--- src/rtl/decode.sv ---
// decode: instruction decode stage. Splits instruction fields, reads operands from
// the 16-entry register file (written by writeback), interlocks RAW/WAW hazards
// with a busy scoreboard and drives a registered bundle towards execute.
module decode #(
    parameter int LEN_OPECODE = 7,
    parameter int LEN_IMMF    = 1,
    parameter int LEN_REG     = 32,
    parameter int LEN_CC      = 4,
    parameter int LEN_IMM_EX  = 32,
    parameter int LEN_INSN    = 32,
    parameter int NUM_REG     = 16
) (
    input  logic                   clk,
    input  logic                   rst,
    input  logic                   valid_i,
    input  logic [LEN_INSN-1:0]    insn_i,
    output logic                   stall_o,
    output logic                   valid_o,
    input  logic                   stall_i,
    output logic [LEN_OPECODE-1:0] opecode,
    output logic [LEN_IMMF-1:0]    immf,
    output logic [LEN_REG-1:0]     data_rd,
    output logic [LEN_REG-1:0]     data_rs,
    output logic [LEN_CC-1:0]      cc,
    output logic [LEN_IMM_EX-1:0]  imm_ex,
    input  logic                   wb_we_i,
    input  logic [3:0]             wb_addr_i,
    input  logic [LEN_REG-1:0]     wb_data_i,
    output logic                   halted_o
);

    localparam logic [6:0] OP_CMP = 7'b0000100;
    localparam logic [6:0] OP_LD  = 7'b0011000;
    localparam logic [6:0] OP_NOP = 7'b1111110;
    localparam logic [6:0] OP_HLT = 7'b1111111;

    // state
    logic [LEN_REG-1:0]     r_regs [NUM_REG];
    logic [NUM_REG-1:0]     r_busy;
    logic                   r_halted;
    logic                   r_valid;
    logic [LEN_OPECODE-1:0] r_opecode;
    logic [LEN_IMMF-1:0]    r_immf;
    logic [LEN_REG-1:0]     r_data_rd;
    logic [LEN_REG-1:0]     r_data_rs;
    logic [LEN_CC-1:0]      r_cc;
    logic [LEN_IMM_EX-1:0]  r_imm_ex;

    // instruction fields
    logic [6:0]            w_op;
    logic                  w_immf;
    logic [3:0]            w_rd;
    logic [3:0]            w_rs;
    logic [3:0]            w_cc;
    logic [11:0]           w_imm12;
    logic [LEN_IMM_EX-1:0] w_imm_ex;

    // classification and interlock
    logic                  w_is_nop;
    logic                  w_is_hlt;
    logic                  w_writes;
    logic                  w_reads_rd;
    logic                  w_reads_rs;
    logic [NUM_REG-1:0]    w_wb_mask;
    logic [NUM_REG-1:0]    w_rd_onehot;
    logic [NUM_REG-1:0]    w_busy_eff;
    logic                  w_hazard;
    logic                  w_issue;
    logic [LEN_REG-1:0]    w_data_rd;
    logic [LEN_REG-1:0]    w_data_rs;

    assign w_op     = insn_i[31:25];
    assign w_immf   = insn_i[24];
    assign w_rd     = insn_i[23:20];
    assign w_rs     = insn_i[19:16];
    assign w_cc     = insn_i[15:12];
    assign w_imm12  = insn_i[11:0];
    assign w_imm_ex = {{(LEN_IMM_EX-12){w_imm12[11]}}, w_imm12};

    assign w_is_nop   = (w_op == OP_NOP);
    assign w_is_hlt   = (w_op == OP_HLT);
    assign w_writes   = ((w_op[6:4] == 3'b000) && (w_op != OP_CMP))
                      || (w_op[6:3] == 4'b0010)
                      || (w_op == OP_LD);
    assign w_reads_rd = ~(w_is_nop | w_is_hlt);
    assign w_reads_rs = ~w_immf;

    // A writeback landing this cycle releases its register immediately.
    assign w_wb_mask   = wb_we_i ? (NUM_REG'(1) << wb_addr_i) : '0;
    assign w_rd_onehot = NUM_REG'(1) << w_rd;
    assign w_busy_eff  = r_busy & ~w_wb_mask;

    assign w_hazard = valid_i & ~r_halted &
                      ((w_reads_rd & w_busy_eff[w_rd]) |
                       (w_reads_rs & w_busy_eff[w_rs]) |
                       (w_writes   & w_busy_eff[w_rd]));

    assign w_issue = ~stall_i & valid_i & ~w_hazard & ~r_halted;

    // Write-first bypass so an operand written back this cycle is seen at once.
    assign w_data_rd = (wb_we_i && (wb_addr_i == w_rd)) ? wb_data_i : r_regs[w_rd];
    assign w_data_rs = (wb_we_i && (wb_addr_i == w_rs)) ? wb_data_i : r_regs[w_rs];

    assign stall_o  = (r_valid & stall_i) | w_hazard | r_halted;
    assign valid_o  = r_valid;
    assign opecode  = r_opecode;
    assign immf     = r_immf;
    assign data_rd  = r_data_rd;
    assign data_rs  = r_data_rs;
    assign cc       = r_cc;
    assign imm_ex   = r_imm_ex;
    assign halted_o = r_halted;

    // Register file: writeback writes unconditionally, regardless of stall/halt.
    always_ff @(posedge clk or negedge rst) begin
        if (!rst) begin
            for (int unsigned i = 0; i < NUM_REG; i++) begin
                r_regs[i] <= '0;
            end
        end else if (wb_we_i) begin
            r_regs[wb_addr_i] <= wb_data_i;
        end
    end

    // Busy scoreboard: writeback clears first, an issuing writer then sets its rd.
    always_ff @(posedge clk or negedge rst) begin
        if (!rst) begin
            r_busy <= '0;
        end else begin
            r_busy <= w_busy_eff | ((w_issue && w_writes) ? w_rd_onehot : '0);
        end
    end

    // Output bundle: loads on issue, bubbles when not issuing, holds under stall_i.
    always_ff @(posedge clk or negedge rst) begin
        if (!rst) begin
            r_valid   <= 1'b0;
            r_opecode <= '0;
            r_immf    <= '0;
            r_data_rd <= '0;
            r_data_rs <= '0;
            r_cc      <= '0;
            r_imm_ex  <= '0;
        end else if (!stall_i) begin
            r_valid <= w_issue;
            if (w_issue) begin
                r_opecode <= LEN_OPECODE'(w_op);
                r_immf    <= LEN_IMMF'(w_immf);
                r_data_rd <= w_data_rd;
                r_data_rs <= w_data_rs;
                r_cc      <= LEN_CC'(w_cc);
                r_imm_ex  <= w_imm_ex;
            end
        end
    end

    // Halt latch: set when hlt issues, cleared only by reset.
    always_ff @(posedge clk or negedge rst) begin
        if (!rst) begin
            r_halted <= 1'b0;
        end else if (w_issue && w_is_hlt) begin
            r_halted <= 1'b1;
        end
    end

endmodule

--- config.mk ---
export PLATFORM = sky130hd
export DESIGN_NAME = decode
export DESIGN_NICKNAME = d
export VERILOG_FILES = /design/src/rtl/decode.sv
export SDC_FILE = /design/constraint.sdc
export NUM_CORES = 1
export LEC_CHECK = 0
export BUFFER_PORTS_ARGS = -buffer_cell sky130_fd_sc_hd__buf_4
export CAP_MARGIN = 0
export CORE_ASPECT_RATIO = 1.75
export CORE_MARGIN = 10
export CORE_UTILIZATION = 60
export DETAILED_ROUTE_END_ITERATION = 12
export PLACE_DENSITY = 0.79
export SLEW_MARGIN = 20
export SYNTH_ARGS = -nofsm -noshare
export SYNTH_HDL_FRONTEND = slang
export SYNTH_SLANG_ARGS = --single-unit
--- constraint.sdc ---
create_clock -name clk -period 5.4 [get_ports clk]
set_clock_uncertainty 0.2 [all_clocks]
set_input_delay 0.27 -clock clk [delete_from_list [all_inputs] [get_ports clk]]
set_output_delay 0.27 -clock clk [all_outputs]
set_load 0.01 [all_outputs]
# ---- Word-level counts from Yosys, hierarchy flattened
# Cells that the tools add are included.
dict set report totals {
  word_cells 92
  register_bits 618
  out_inout_bits 111
  in_bits 73
}
dict set report op_classes {
  shifts 2
  order_cmp 6
  n_eq_ne 7
  n_reduce_logical 10
  bitwise 25
  n_mux 17
}
# op count
set ops {}
lappend ops {{bitwise mux 512 bit} 1}
lappend ops {{binary-select mux 32 bit (select 4 bit)} 2}
lappend ops {{two-way mux 32 bit} 7}
lappend ops {{demux 32 bit (select 4 bit)} 1}
lappend ops {{two-way mux 16 bit} 2}
lappend ops {{left shift 1 x 4 -> 16 bit, first input constant} 2}
lappend ops {{bitwise AND 16 bit} 1}
lappend ops {{NOT 16 bit} 1}
lappend ops {{bitwise OR 16 bit} 1}
lappend ops {{>= comparator 5 bit, second input constant} 3}
lappend ops {{NOT 4 -> 5 bit} 3}
lappend ops {{== test 7 bit, second input constant} 2}
lappend ops {{less-than comparator 4 x 5 -> 1 bit, second input constant} 2}
lappend ops {{bitwise AND 1 bit} 9}
lappend ops {{binary-select mux 1 bit (select 4 bit)} 2}
lappend ops {{== test 4 bit} 2}
lappend ops {{== test 7 x 5 -> 1 bit, second input constant} 1}
lappend ops {{!= test 7 x 3 -> 1 bit, second input constant} 1}
lappend ops {{logical AND 1 bit} 6}
lappend ops {{less-than comparator 5 x 1 -> 1 bit, second input constant} 1}
lappend ops {{NOT 1 bit} 5}
lappend ops {{bitwise OR 1 bit} 5}
lappend ops {{== test 4 x 2 -> 1 bit, second input constant} 1}
lappend ops {{zero test 3 bit} 1}
lappend ops {{3 further kinds} 5}

# ---- Longest topological paths before layout
# Gate-level depths: netlist of run 1.
dict set report logic_depth {
  ltp_word 16
  mapped_depth 12
}

# ---- Worst setup path before layout of run 1
# OpenSTA, ideal clock, no wires.
dict set report synth_timing {
  kind {input -> register}
  start {in insn_i[20]}
  end {reg r_data_rd[20], in the netlist data_rd[20]}
  setup_ps 127
  stages 7
  arrival_ps 2915
  path_buffers 3
  path_slack_ps 2157
  required_ps 5073
  path_cell_list {clkbuf_1 clkbuf_1 buf_1 mux4_2 mux4_2 mux2_2 mux2_1}
}
dict set report synth_via {
  elab_chain_len 10
  elab_cells_between_ends 18
  cone_classes {1 x eq/ne; 6 x mux; 9 x bitwise; 2 x reduce/logical}
}
# element line_no
set synth_rtl {}
lappend synth_rtl {{start: declaration} 16} ;# input logic [LEN_INSN-1:0] insn_i,
lappend synth_rtl {{binary-select mux 1 bit (select 4 bit)} {94, 96}}
lappend synth_rtl {{two-way mux 1 bit (not written as such)} {94, 96}}
lappend synth_rtl {{bitwise AND 1 bit} 94} ;# ((w_reads_rd & w_busy_eff[w_rd]) |
lappend synth_rtl {{bitwise OR 1 bit} 94}
lappend synth_rtl {{bitwise OR 1 bit} 95} ;# (w_reads_rs & w_busy_eff[w_rs]) |
lappend synth_rtl {{bitwise AND 1 bit} 93} ;# assign w_hazard = valid_i & ~r_halted &
lappend synth_rtl {{NOT 1 bit} 98} ;# assign w_issue = ~stall_i & valid_i & ~w_hazard & ~r_halted;
lappend synth_rtl {{bitwise AND 1 bit (2 in a row)} 98}
lappend synth_rtl {{AND reduction 2 bit (no line)} n/a}
lappend synth_rtl {{end signal: assignment} 149} ;# r_data_rd <= w_data_rd;
lappend synth_rtl {{end: declaration} 44} ;# logic [LEN_REG-1:0] r_data_rd;
# Parallel ways exist; a longest one is shown, timed or not. The select of a mux whose other input is x is not followed.
# A chain may end at the register's enable or synchronous reset.

# ---- Final worst setup path of run 1
dict set report layout_timing {
  start {in wb_addr_i[2]}
  end {reg r_immf, in the netlist immf}
}
dict set report layout_via {
  elab_chain_len 14
  elab_cells_between_ends 18
  cone_classes {1 x shift; 5 x mux; 11 x bitwise; 1 x reduce/logical}
}
# element line_no
set layout_rtl {}
lappend layout_rtl {{start: declaration} 27} ;# input logic [3:0] wb_addr_i,
lappend layout_rtl {{left shift 1 x 4 -> 16 bit (*)} 89} ;# assign w_wb_mask = wb_we_i ? (NUM_REG'(1) << wb_addr_i) : '0;
lappend layout_rtl {{two-way mux 16 bit (*)} 89}
lappend layout_rtl {{NOT 16 bit (*)} 91} ;# assign w_busy_eff = r_busy & ~w_wb_mask;
lappend layout_rtl {{bitwise AND 16 bit (*)} 91}
lappend layout_rtl {{binary-select mux 1 bit (select 4 bit), on equally long branches} {94, 96, 95}}
lappend layout_rtl {{two-way mux 1 bit, on equally long branches} {94, 96, 95}}
lappend layout_rtl {{bitwise AND 1 bit, on equally long branches} {94, 95}}
lappend layout_rtl {{bitwise OR 1 bit} 94}
lappend layout_rtl {{bitwise OR 1 bit (*)} 95}
lappend layout_rtl {{bitwise AND 1 bit (*)} 93}
lappend layout_rtl {{NOT 1 bit (*)} 98}
lappend layout_rtl {{bitwise AND 1 bit (*) (2 in a row)} 98}
lappend layout_rtl {{AND reduction 2 bit (no line) (*)} n/a}
lappend layout_rtl {{end signal: assignment} 148} ;# r_immf <= LEN_IMMF'(w_immf);
lappend layout_rtl {{end: declaration} 43} ;# logic [LEN_IMMF-1:0] r_immf;
# Mark *: on every way between the ends. The rest lies on a longest branch, timed or not. The select of a mux whose other input is x is not followed.

==> results of run 1 <==
[worst max-delay path, delay by kind of cell]
kind            cells  cell delay [ns]
simple gates        4             1.55
compound gates      3             0.47
buf+inv             4             1.74
[report_power, final]
group          leakage (µW)  total, µW  internal [µW]  switching [µW]
clock network      0.000974       4250           2460            1790
logic               0.00657       3840           2470            1370
registers           0.00760       6650           5820             834
[state kept, by name, summed over array words and instances (netlist names)]
| signal | count |
|---|---|
| cc | 4 |
| data_rd | 32 |
| data_rs | 32 |
| halted_o | 1 |
| imm_ex | 12 |
| immf | 1 |
| opecode | 7 |
| r_busy | 16 |
| r_regs | 512 |
| valid_o | 1 |
[logic make-up after synthesis]
family	after synthesis
mux	983
flops	618
buf+inv	223
simple gates	87
compound gates	61
xor+xnor	8
[routing by layer]
layer  share of wire, %  global-route usage [%]  up-vias  routed length, µm
met4                3.9                    10.3        0               3290
met2                 53                    46.3      775              44600
li1                   -                       -     7959                  -
met3                5.7                    3.77      211               4790
met1                 37                    32.4    10600              31400
met5                  0                       0        -                  0
[layout make-up]
type | instances | area [µm²] | share of cell area [%]
Clock buffer | 83 | 1700 | 4.64
Tap cell | 684 | 856 | 2.34
Sequential cell | 618 | 15500 | 42.3
Inverter | 13 | 48.8 | 0.133
Multi-Input combinational cell | 1139 | 15800 | 43.2
Timing Repair Buffer | 286 | 2420 | 6.61
Antenna cell | 1 | 2.50 | 0.00685
Clock inverter | 23 | 290 | 0.794
[stage by stage]
| stage | std cells | hold WS [ns] | worst slack (ns) | utilization, % |
|---|---|---|---|---|
| 2_1_floorplan | 1980 | -0.226 | 2.16 | - |
| 3_3_place_gp | 2680 | 0.181 | 1.43 | 63.9 |
| 3_5_place_dp | 2681 | 0.208 | 1.39 | 64.0 |
| 4_1_cts | 2846 | 0.0166 | 1.68 | 68.8 |
| 5_1_grt | 2847 | 0.0564 | 1.43 | 68.8 |
| 6_report | 2847 | 0.0502 | 1.64 | 68.8 |
[layout by cell type, fill, tap and decap left out, types with 4 or more instances in the layout]
master,synthesis,routed
mux2_2,648,648
nor2_1,13,6
xor2_1,6,6
a22o_1,12,12
dlygate4sd3_1,0,59
buf_12,0,6
clkinvlp_4,0,4
clkbuf_1,146,10
nand4_1,5,5
nor4_1,9,7
dfrtp_1,618,618
mux2_1,15,15
mux4_2,320,320
nand2b_1,9,9
nor2_4,0,8
clkbuf_16,0,58
clkinv_2,0,11
bufinv_16,0,6
buf_4,22,215
inv_1,13,13
nand2_1,14,14
a21oi_1,4,4
o21ai_0,8,8
o311ai_0,4,4
o211ai_1,11,11
clkbuf_8,0,17
nor3_1,16,14
[final timing paths]
| kind | from | slack (ns) | cells past startpoint | endpoint |
|---|---|---|---|---|
| worst max-delay path | wb_addr_i[2] | 1.64 | 11 | immf |
| worst min-delay path | wb_addr_i[0] | 0.05 | 3 | r_busy[14] |
| worst max register to register | r_busy[13] | 1.93 | 9 | immf |
| worst min register to register | opecode[4] | 0.29 | 1 | opecode[4] |
| max in group asynchronous | rst | 3.38 | 3 | r_regs[70] |
| min in group asynchronous | rst | 0.07 | 2 | r_regs[343] |
[synth_stat cells, types with 2 or more instances]
cell       instances  area, µm²
a22o_1            12        105
buf_6              2       22.5
a21bo_2            3       30.0
nand4_1            5       31.3
nand2b_1           9       56.3
xor2_1             6       52.6
nand3b_1           2       15.0
inv_1             13       48.8
mux4_2           320       7210
nand3_1            2       10.0
nor2_1            13       48.8
clkbuf_1         146        548
dfrtp_1          618      15500
or3_1              2       12.5
o2bb2ai_1          2       17.5
or3b_1             2       17.5
buf_1             28        105
mux2_1            15        169
mux2_2           648       7300
or2_2              3       18.8
o21ai_0            8       40.0
a21oi_1            4       20.0
nor3b_1            2       15.0
buf_2             12       60.1
xnor2_1            2       17.5
a211oi_1           2       15.0
nor2b_1            2       12.5
o211ai_1          11       82.6
nor3_1            16       80.1
o22ai_1            2       12.5
buf_4             22        165
o2111ai_1          3       26.3
nor4_1             9       56.3
o311ai_0           4       35.0
nand2_1           14       52.6
[repair_timing]
action	in CTS	in global routing
hold buffers	59	0
resized for setup	0	0
hold endpoints to repair	701	0
==> results.md, run 1 <==
* Vias in the first global route at 21400
* WL final at about 84 mm
* Slew of the pin with the lowest slew margin at between 1 and 1.5 ns
* Clock Tree Buf Depth at 3
* CP Class: input port to flop
* Number of synthesized flops with an enable pin at 0
* Post-CTS setup buffers at 0
* Worst-Skew Late Latency at 0.62 ns
* Slew HR at between 20 and 30%
* HPWL Detailed at 48.3 mm
* Setup violators final at 0
* All-layer global routing usage at 26.4%
* Crit path cell chain: buf_4, nand2_1, nor3_4, buf_4, o2bb2ai_1, nor4_1, a211oi_1, nor3_4, buf_4, o32ai_1, dlygate4sd3_1
* RePlAce Congestion at 0.939
* Starting DRC count in detailed routing at 1620
* H-Tree Level Count at 2
* Post-Syn Area at ~0.032 mm²
* Initial antenna violation count at 1
* Max-Cap Viols at 0
* Drt wl/cell at 29.6 µm
* Unique masters post-synth at between 50 and 60
* Worst Setup End Kind: flop
* CP Launch Type: input port
* FP Rows at 112
* Tmin final at roughly 3.8 ns
* Clk root buf: clkbuf_16
* Post-DP Area at 0.0340 mm²
* Fin nets at 2187
* Share of layout cells above drive strength 1 at between 60% and 70%
* CP most frequent cell: buf_4
* Largest net degree at the start of global routing at 163
* CP max stage delay at 0.65 ns
* Core footprint at 0.0531 mm²
* Die height at 326 µm
* Critical path's slowest cell: buf_4
* CTS tree: built
* Synth Area per Inst at approximately 16 µm²
* Mapped Nets at just over 2000
* Fraction of registers with async set/reset at 100%
* Max Slew Vio Count at 0
* Via count at 19600
* Status: finished clean
* Post-Synth Simple-Gate Area at 1.50%
* Post-synthesis mux area share at 45.7%
* Cell count after synthesis at between 1500 and 2000
* Clock-pin slew on the worst setup and hold paths at 0.06 ns
* Final hold vios at 0
* Tot Pwr at 14700 µW
* Leak at 0.0151 µW
* Crit path DAT at 4.04 ns
* Register area share after synthesis at 48.2%
* Syn-to-layout area delta at 13.9%
* TritonCTS Buffers at 56
* Clock Sinks at a little over 600
* Worst Hold Class: input port to flop
* Setup TNS at 0 ns
* Crit-path max FO at 34
* RSZ-0062 raised after global routing: no
* Die ar. at ~0.064 mm²
* Chip width at about 190 µm
* F_max at 0.266 GHz
* Main synth FF type: dfrtp_1
* Critical Path RT at 5.68 ns
* Post-Synth Adder-Cell Area at 0%
* VDD IR max at between 300 and 400 µV
* Post-route cell area at 0.0366 mm²
* Flops & latches, synth at 618
* Largest family of logic cells by synthesized area: multiplexers
* Cell area power density at 403 mW/mm²
* Port Buf Inserts at ~180
* Detail Route Antenna Nets at 0
* Fill cell count at 3501
* GR Overflow Total at 0
* Tcrit/Tclk final at 69.6%
* Via density at 6.88
* First-pass GRT wire length at 131 mm
* Complex-gate fraction of the synthesized area at 1.45%
* XOR/XNOR share of the synthesized area at 0.218%
* Top Ports at around 180
* Initial Utilization at 60.4%
* Synth Warn # at 0
* Post-route DRC at 0
* TritonRoute pass-1 iters at 7
No activity file was read; power rests on OpenSTA's default activity.
==> run 2, diff against run 1 <==
==> constraint.sdc (replaced) <==
create_clock -name clk -period 3.9 [get_ports clk]
set_clock_uncertainty 0.2 [all_clocks]
set_input_delay 0.195 -clock clk [delete_from_list [all_inputs] [get_ports clk]]
set_output_delay 0.195 -clock clk [all_outputs]
set_load 0.01 [all_outputs]
==> run 2 against run 1 <==
Against the previous run:
- worst setup slack got worse by 1.3 ns
- first-iteration DRC count is 9.0% lower
- utilization is 0.090 points higher
- largest cell class unchanged
- die area unchanged
- critical endpoint unchanged
- highest routed layer unchanged
- critical path depth unchanged
- register-to-register slack worse by 1.5 ns
- sequential power increased by 39%
- global-route usage rose by 0.78 points
- worst hold slack got worse by 0.019 ns
- power up 36%
- combinational power up 39%
==> results.md, run 2 (synthesized netlist as in run 1, its figures left out) <==
* Status: finished clean (unchanged)
* TritonRoute pass-1 iters at 6 (was 7)
* Metal2 WL at 45.7 mm (was 44.6 mm)
* DP Worst Slack at 0.199 ns (was 1.39 ns)
* Die height at 326 µm (unchanged)
* Tot Pwr at 20100 µW (was 14700 µW)
* Vias in the first global route at 21900 (was 21400)
* RSZ-0062 raised after global routing: no (unchanged)
* DRT met1 WL at 31.8 mm (was 31.4 mm)
* WL final at 86.0 mm (was 84.2 mm)
* CP max stage delay at 0.72 ns (was 0.65 ns)
* Clock Sinks at 618 (unchanged)
* Worst-Skew Late Latency at 0.63 ns (was 0.62 ns)
* CP most frequent cell: dlygate4sd3_1 (was buf_4)
* Worst Setup End Kind: flop (unchanged)
* Share of layout cells above drive strength 1 at 60.9% (was 60.8%)
* Crit-path max FO at 70 (was 34)
* Multi-input gate area at 0.0158 mm² (about the same)
* CP Launch Type: input port (unchanged)
* Chip width at 195 µm (unchanged)
* Tmin final at approximately 3.6 ns
* Largest register FFs at 512 (unchanged)
* TritonCTS Buffers at 56 (unchanged)
* Switching share of power at 27.8% (was 27.1%)
* Max Slew Vio Count at 0 (unchanged)
* Syn-to-layout area delta at 14.0% (was 13.9%)
* Cell Int Power at 14500 µW (was 10700 µW)
* CP Class: input port to flop (unchanged)
* Register share of total power at 46.0% (was 45.1%)
* Final hold vios at 0 (unchanged)
* Post-route DRC at 0 (unchanged)
* Die ar. at 0.0635 mm² (unchanged)
* Reg with most FFs: r_regs (unchanged)
* Leak at 0.0152 µW (was 0.0151 µW)
* Tcrit/Tclk final at 92.4%
* F_max at 0.277 GHz
* Clock power share at 27.5% (was 28.9%)
* Register area at 0.0155 mm² (unchanged)
* Top Ports at 184 (unchanged)
* Initial antenna violation count at 2 (was 1)
* GR Overflow Total at 0 (unchanged)
* H-Tree Level Count at 2 (unchanged)
* RePlAce Congestion at 0.939 (about the same)
* HPWL Detailed at 50.6 mm (was 48.3 mm)
* Routed wl met3 at 5.15 mm (was 4.79 mm)
* Worst path top cell family by delay: buffers and inverters (unchanged)
* FP Rows at 112 (unchanged)
* Commonest non-fill, non-tap cells in the layout: mux2_2, dfrtp_1, mux4_2 (unchanged)
* Worst Hold Class: input port to flop (unchanged)
* Post-route setup slack at 0.296 ns (was 1.64 ns)
* Starting DRC count in detailed routing at 1474 (was 1620)
* Critical Path RT at 4.21 ns (was 5.68 ns)
* All-layer global routing usage at 27.2% (was 26.4%)
* VDD IR max at 431 µV (was 336 µV)
* Fin nets at 2200 (was 2187)
* Setup TNS at 0 ns (unchanged)
* Clock-pin slew on the worst setup and hold paths at 0.07 ns (was 0.06 ns)
* Combinational power share at 26.6% (was 26.0%)
* Detail Route Antenna Nets at 0 (unchanged)
* Largest net degree at the start of global routing at 109 (was 163)
* Clock Tree Buf Depth at 3 (unchanged)
* First-pass GRT wire length at 134 mm (was 131 mm)
* Post-CTS setup buffers at 0 (unchanged)
* Critical path's slowest cell: buf_4 (unchanged)
* Fill cell count at 3482 (was 3501)
* P_sw at 5580 µW (was 3990 µW)
* Setup violators final at 0 (unchanged)
* Critical path buffers and inverters at 4 (unchanged)
* Slew HR at 22.5% (was 25.8%)
* Leading cell type in the layout, fill and taps excluded: mux2_2 (unchanged)
* Initial Utilization at 60.4% (unchanged)
* Port Buf Inserts at 183 (unchanged)
* Max-Cap Viols at 0 (unchanged)
* Via density at 6.87 (was 6.88)
* CTS tree: built (unchanged)
* Crit path DAT at 3.92 ns (was 4.04 ns)
* Slew of the pin with the lowest slew margin at 1.16 ns (was 1.11 ns)
* Clk root buf: clkbuf_16 (unchanged)
* DR top layer: met4 (unchanged)
* Via count at 19700 (was 19600)
* Cell area power density at 549 mW/mm² (was 403 mW/mm²)
* Crit path cell chain: dlygate4sd3_1, buf_6, or2_2, nor3b_1, o2bb2ai_1, nor4_1, a211oi_1, nor3_4, buf_4, o32ai_1, dlygate4sd3_1 (was buf_4, nand2_1, nor3_4, buf_4, o2bb2ai_1, nor4_1, a211oi_1, nor3_4, buf_4, o32ai_1, dlygate4sd3_1)
* Core footprint at 0.0531 mm² (unchanged)
* Drt wl/cell at 30.0 µm (was 29.6 µm)
## run 2: changes by cell type in the layout (fill, tap and decap cells not counted), sizes merged
cell,previous run,this run
diode,1,4
clkinv,13,20
dlygate4sd3,59,63
clkinvlp,4,1
clkbuf,85,82
inv,13,16
buf,225,234
bufinv,6,1
## run 2: power by group through the flow
stage          Sequential (µW)  Combinational [µW]  Clock (µW)
2_1_floorplan             9090                3540           0
3_3_place_gp              9100                5180           0
3_5_place_dp              9310                5320           0
4_1_cts                   9210                5400        5600
5_1_grt                   9450                5700        5860
6_report                  9240                5340        5520
## run 2: final cells by class
class / instances / area share [%]
Clock inverter: 25 / 0.479
Antenna cell: 4 / 0.0273
Tap cell: 684 / 2.34
Timing Repair Buffer: 299 / 7.15
Sequential cell: 618 / 42.3
Clock buffer: 80 / 4.52
Inverter: 13 / 0.133
Multi-Input combinational cell: 1139 / 43.1
## run 2: worst paths after layout
kind,startpoint,end,slack (ns),cells past startpoint
hold / removal,insn_i[23],r_busy[0],0.03,3
min in group asynchronous,rst,r_regs[248],0.05,2
hold reg to reg,opecode[3],opecode[3],0.29,1
setup / recovery,insn_i[21],immf,0.30,11
max in group asynchronous,rst,data_rd[6],2.27,3
setup reg to reg,r_busy[13],immf,0.41,9
## run 2: through the flow
| step | area, µm² | hold slack (ns) | cells | util [%] |
|---|---|---|---|---|
| 2_1_floorplan | 32100 | -0.301 | 1980 | - |
| 3_3_place_gp | 34100 | 0.152 | 2690 | 64.3 |
| 3_5_place_dp | 34100 | 0.167 | 2690 | 64.3 |
| 4_1_cts | 36600 | 0.00254 | 2858 | 68.9 |
| 5_1_grt | 36600 | 0.0555 | 2860 | 68.9 |
| 6_report | 36600 | 0.0313 | 2862 | 68.9 |
## run 2: timing repair
item / in CTS / in global routing
hold buffers: 63 / 0
endpoints found under the hold margin: 704 / 0
resized for setup: 0 / 0
setup endpoints to repair: 0 / 0
## run 2: routing by layer
| layer | up-vias | track usage (%) |
|---|---|---|
| met5 | - | 0 |
| met4 | 0 | 11.6 |
| met3 | 199 | 4.47 |
| met2 | 771 | 47.4 |
| met1 | 10700 | 32.7 |
| li1 | 7978 | - |
## run 2: worst reg2reg max path: stages (launching register included)
cell           delay, ns
dfrtp_1             0.44
and4b_1             0.23
o21ai_0             0.08
o211ai_1            0.11
nor4_1              0.41
a211oi_1            0.18
nor3_4              0.17
buf_4               0.72
o32ai_1             0.22
dlygate4sd3_1       0.62
